[config.mk]
export PLATFORM = sky130hd
export DESIGN_NAME = module_struct_packer
export DESIGN_NICKNAME = d
export VERILOG_FILES = /design/src/rtl/module_struct_packer.sv
export SDC_FILE = /design/constraint.sdc
export NUM_CORES = 1
export LEC_CHECK = 0
export ABC_AREA = 1
export CAP_MARGIN = 25
export CORE_UTILIZATION = 46
export DETAILED_ROUTE_END_ITERATION = 10
export GPL_TIMING_DRIVEN = 0
export PLACE_DENSITY = 0.75
export SETUP_SLACK_MARGIN = 0.5
export SLEW_MARGIN = 15
export SYNTH_ARGS = -nofsm -noshare
export SYNTH_HDL_FRONTEND = slang
export SYNTH_SLANG_ARGS = --single-unit
[constraint.sdc]
create_clock -name i_clk -period 2 [get_ports i_clk]
set_input_delay 0.4 -clock i_clk [delete_from_list [all_inputs] [get_ports i_clk]]
set_output_delay 0.4 -clock i_clk [all_outputs]
set_load 0.05 [all_outputs]
[src/rtl/module_struct_packer.sv]
// Packs a stream of 4-bit nibbles into 16-bit words {part1, part2, part3} and
// hands each word off through a one-entry output register with its member sum.
module module_struct_packer (
  input  logic        i_clk,
  input  logic        i_rst_n,
  input  logic        i_nib_valid,
  input  logic [3:0]  i_nib,
  output logic        o_nib_ready,
  input  logic        i_flush,
  output logic        o_pkt_valid,
  input  logic        i_pkt_ready,
  output logic [15:0] o_packed_data,
  output logic [7:0]  o_member_sum,
  output logic [7:0]  o_pkt_count
);

  typedef enum logic [1:0] {
    S_P1  = 2'd0,
    S_P2H = 2'd1,
    S_P2L = 2'd2,
    S_P3  = 2'd3
  } state_t;

  state_t      state, state_nxt;
  logic [3:0]  part1, part1_nxt;
  logic [7:0]  part2, part2_nxt;

  logic        nib_hs;
  logic        pkt_hs;
  logic        load;
  logic [15:0] word;
  logic [7:0]  word_sum;

  // Only the final nibble needs somewhere to go; earlier nibbles land in the
  // partial fields, so the source stalls only when the held word cannot leave.
  assign o_nib_ready = !((state == S_P3) && o_pkt_valid && !i_pkt_ready);

  assign nib_hs = i_nib_valid && o_nib_ready;
  assign pkt_hs = o_pkt_valid && i_pkt_ready;
  assign load   = nib_hs && !i_flush && (state == S_P3);

  // part3 is the nibble arriving in S_P3; it goes straight into the output word.
  assign word     = {part1, part2, i_nib};
  assign word_sum = {4'b0000, part1} + part2 + {4'b0000, i_nib};

  // NOTE: every signal assigned in always_comb gets a default first; a path
  // that leaves one unassigned would infer a latch.
  always_comb begin
    state_nxt = state;
    part1_nxt = part1;
    part2_nxt = part2;
    if (i_flush) begin
      state_nxt = S_P1;
      part1_nxt = 4'h0;
      part2_nxt = 8'h00;
    end else if (nib_hs) begin
      case (state)
        S_P1: begin
          part1_nxt = i_nib;
          state_nxt = S_P2H;
        end
        S_P2H: begin
          part2_nxt[7:4] = i_nib;
          state_nxt      = S_P2L;
        end
        S_P2L: begin
          part2_nxt[3:0] = i_nib;
          state_nxt      = S_P3;
        end
        S_P3: begin
          state_nxt = S_P1;
        end
        default: begin
          state_nxt = S_P1;
        end
      endcase
    end
  end

  // NOTE: sequential state uses non-blocking assignments so every register
  // samples the pre-edge values, independent of block ordering.
  always_ff @(posedge i_clk or negedge i_rst_n) begin
    if (!i_rst_n) begin
      state <= S_P1;
      part1 <= 4'h0;
      part2 <= 8'h00;
    end else begin
      state <= state_nxt;
      part1 <= part1_nxt;
      part2 <= part2_nxt;
    end
  end

  // NOTE: the output data register is reset as well, so a reset discards a
  // pending word and the outputs read as zero rather than stale data.
  always_ff @(posedge i_clk or negedge i_rst_n) begin
    if (!i_rst_n) begin
      o_pkt_valid   <= 1'b0;
      o_packed_data <= 16'h0000;
      o_member_sum  <= 8'h00;
    end else if (load) begin
      o_pkt_valid   <= 1'b1;
      o_packed_data <= word;
      o_member_sum  <= word_sum;
    end else if (pkt_hs) begin
      o_pkt_valid   <= 1'b0;
    end
  end

  always_ff @(posedge i_clk or negedge i_rst_n) begin
    if (!i_rst_n) begin
      o_pkt_count <= 8'h00;
    end else if (pkt_hs) begin
      o_pkt_count <= o_pkt_count + 8'd1;
    end
  end

endmodule

==> flow_summary_export.csv <==
group,metric,value,unit
yosys,yosysWarnings,0,
power_and_ir_drop,swShare,0.4318,
yosys,synth-async-reset-ratio,1.000,
sta,period_needed,2107,ps
power_and_ir_drop,internal_power,1.908,mW
critical_path,required,2230,ps
sta,worst_pin_slew,528.6,ps
die,die_x,72.17,um
clocking,cts_made_buffers,5,
yosys,yosysSeqAreaShare,0.5193,
yosys,synth_area_leaders,"dfrtp_1, nand2_1, ha_1",
outcome,violations,"negative setup slack",
grt,grt_util_met2,0.3240,
critical_path,r2r-start,"part2[1]$_DFFE_PN0P_",
detailed_routing,finalWirelength,4.992,mm
critical_path,crit_start,"part2[1]$_DFFE_PN0P_",
sta,rsz0062_at_grt,"true",
yosys,synthTopCellsByCount,"nand2_1, dfrtp_1, inv_1",
cells_and_area,antenna-diode-count,0,
die,die_y,72.17,um
detailed_routing,wl_per_cell,13.03,um
yosys,synth-seq-cells,47,
power_and_ir_drop,p_switching,1.450,mW
yosys,synthesis.nets,272,
power_and_ir_drop,power,3.358,mW
grt,grt_start_max_net_pins,26,
yosys,netlist.area_leader.share,0.5193,
placed_design,port_buffers,42,
sta,slew_headroom,0.6476,
grt,antenna_found_initial,0,
yosys,synth_area,0.002265,sq mm
sta,hold_slack,55.89,ps
sta,drv_slew,0,
sta,setup_viol,3,
cells_and_area,area_delta_synth_final,36.63,%
worst_hold_path,hp-class,"in -> async",
grt,grt_pass1_wl,8.128,mm
cells_and_area,fillers,396,
clocking,cts-htree-levels,2,
power_and_ir_drop,p_seq_frac,0.384,
grt,overflow,0,
detailed_routing,drtPass1Iterations,4,
clocking,insertion_delay,310,ps
die,dieArea,0.005208,sq mm
grt,met1_usage,0.2631,
clocking,cts.clk_slew.worst_paths,90,ps
yosys,synthCells,248,
power_and_ir_drop,powerDensity,1085,mW/mm^2
placed_design,hpwl,3.377,mm
sta,fmax,0.4746,GHz
placed_design,gp_congestion,0.8675,
sta,clock_skew,10.87,ps
critical_path,cp.arrival,2340,ps
sta,period_share,1.054,
sta,timing.final.ws_setup,-107.0,ps
detailed_routing,viasPerCell,4.943,
clocking,clockBufferDepth,2,
critical_path,critPathCaptureType,"flop",
detailed_routing,drc,0,
power_and_ir_drop,leakage,1.548,nW
yosys,synth.most_common_cell,"nand2_1",
cells_and_area,post-route-util,0.6551,
grt,grt_usage,0.2037,
clocking,holdBufCountCts,0,
yosys,synth_area_per_cell,9.132,sq um
clocking,clock_sinks,47,
die,rows,25,
clocking,cts_tree,"yes",
outcome,outcome,"finished, violations left",
detailed_routing,ant_nets,0,
critical_path,criticalPathCategory,"reg -> reg",
yosys,synth_area_leader_cell,"dfrtp_1",
detailed_routing,drt_iter0_drc,127,
grt,grt_pass1_vias,1766,
cells_and_area,drive_gt1_frac,0.2785,
power_and_ir_drop,pwr-share-clk,0.168,
yosys,synth_edf_count,0,
yosys,synthFlopType,"dfrtp_1",
job,cap_viol_max_count,0,
clocking,clock_tree.root_cell,"clkbuf_8",
critical_path,worstPathMaxFanout,2,
critical_path,cp-start-kind,"flop",
power_and_ir_drop,ir_worst_vdd,0.5471,mV
sta,hold_viol_final,0,
detailed_routing,vias,1893,
cells_and_area,nNetsFinal,339,
die,fp.coreArea,0.004723,sq mm
power_and_ir_drop,combPwrFrac,0.449,
grt,grt.met3_usage,0.03611,
yosys,synth_cell_types,21,
die,start_util,0.4795,
die,io_pins,43,
grt,grt_busiest_layer,"met2",
## per-layer routing
metal / vias up / part of all wire
li1: 922 / -
met1: 908 / 0.44
met2: 49 / 0.49
met3: 14 / 0.042
met4: 0 / 0.029
met5: - / 0
## repair_timing
item / 4_1_cts / 5_1_grt
buffers inserted: 10 / 7
gates resized for setup: 128 / 16
pin swaps: 8 / 7
endpoints found under the setup margin: 48 / 23
## path summary, 6_finish.rpt
kind | end | slack [ps] | cells after the start
min in group i_clk | o_member_sum[6]$_DFFE_PN0P_ | 480 | 2
hold reg to reg | o_member_sum[6]$_DFFE_PN0P_ | 480 | 2
hold / removal | o_pkt_count[5]$_DFFE_PN0P_ | 60 | 1
setup reg to reg | o_member_sum[3]$_DFFE_PN0P_ | -110 | 8
setup / recovery | o_member_sum[3]$_DFFE_PN0P_ | -110 | 8
max in group asynchronous | o_pkt_count[1]$_DFFE_PN0P_ | 1420 | 2
## worst max-delay path: stages, from the launching register on
cell and delay [ps]:
dfrtp_1 400, fa_1 520, ha_2 190, inv_2 40
fa_2 340, buf_4 140, buf_6 110, xor2_2 170
o21ai_1 110
## logic make-up after synthesis
group,after synthesis,synth area share
compound gates,28,0.06740
xor+xnor,6,0.02320
fa+ha+maj,15,0.09945
buf+inv,30,0.06354
flops,47,0.5193
simple gates,122,0.2271
## cell usage in the layout, fill, tap and decap left out, types with 2 or more instances in the layout
cell | synthesis | layout
o21ai_4 | 0 | 3
inv_1 | 24 | 21
nor2_1 | 3 | 3
dfrtp_2 | 0 | 3
clkbuf_1 | 0 | 3
nand2_2 | 3 | 5
fa_1 | 5 | 4
xor2_1 | 6 | 5
inv_4 | 2 | 2
buf_2 | 0 | 7
nand3_2 | 0 | 2
dfrtp_1 | 47 | 44
o21ai_1 | 9 | 9
clkdlybuf4s15_1 | 0 | 2
dlygate4sd2_1 | 0 | 4
buf_4 | 1 | 17
nand3b_1 | 2 | 2
buf_6 | 3 | 4
ha_4 | 0 | 2
clkbuf_8 | 0 | 5
nand3_1 | 14 | 11
nand2_1 | 95 | 92
o21ai_0 | 13 | 13
inv_2 | 0 | 3
nor3_1 | 3 | 3
ha_1 | 10 | 7
a21oi_1 | 2 | 2
clkdlybuf4s15_2 | 0 | 26
## per-stage QoR
step	setup slack (ps)	instance area [sq um]	TNS, ps	std cells
CTS	-92.62	3018	-145.9	376
global route	-186.7	3094	-487.1	383
detailed placement	-661.9	2818	-2888	358
finish	-107.0	3094	-288.6	383
floorplan	-18.73	2298	-18.73	248
global placement	-930.7	2803	-39010	357
## sequential cells by signal, summed over array words and instances, names as in the netlist
register       flops
o_member_sum       8
part1              4
o_packed_data     16
part2              8
state              2
o_pkt_count        8
o_pkt_valid        1
## power groups by stage
stage          registers, mW  clock network, mW  logic [mW]
6_report                1.29              0.562        1.51
5_1_grt                 1.31              0.597        1.62
3_5_place_dp            1.31                  0        1.44
2_1_floorplan           1.86                  0       0.407
3_3_place_gp            1.31                  0        1.41
4_1_cts                 1.29              0.572        1.46
## layout make-up
| class | instances | area [sq um] | share of cell area |
|---|---|---|---|
| plain buffers | 4 | 41.29 | 0.01334 |
| clock buffers | 8 | 80.08 | 0.02588 |
| inverters | 26 | 102.6 | 0.03316 |
| multi-input cells | 171 | 1040 | 0.3360 |
| flip-flops and latches | 47 | 1180 | 0.3813 |
| well taps | 67 | 83.83 | 0.02709 |
| repair buffers | 60 | 566.8 | 0.1832 |
No activity file was read; power rests on OpenSTA's default activity.
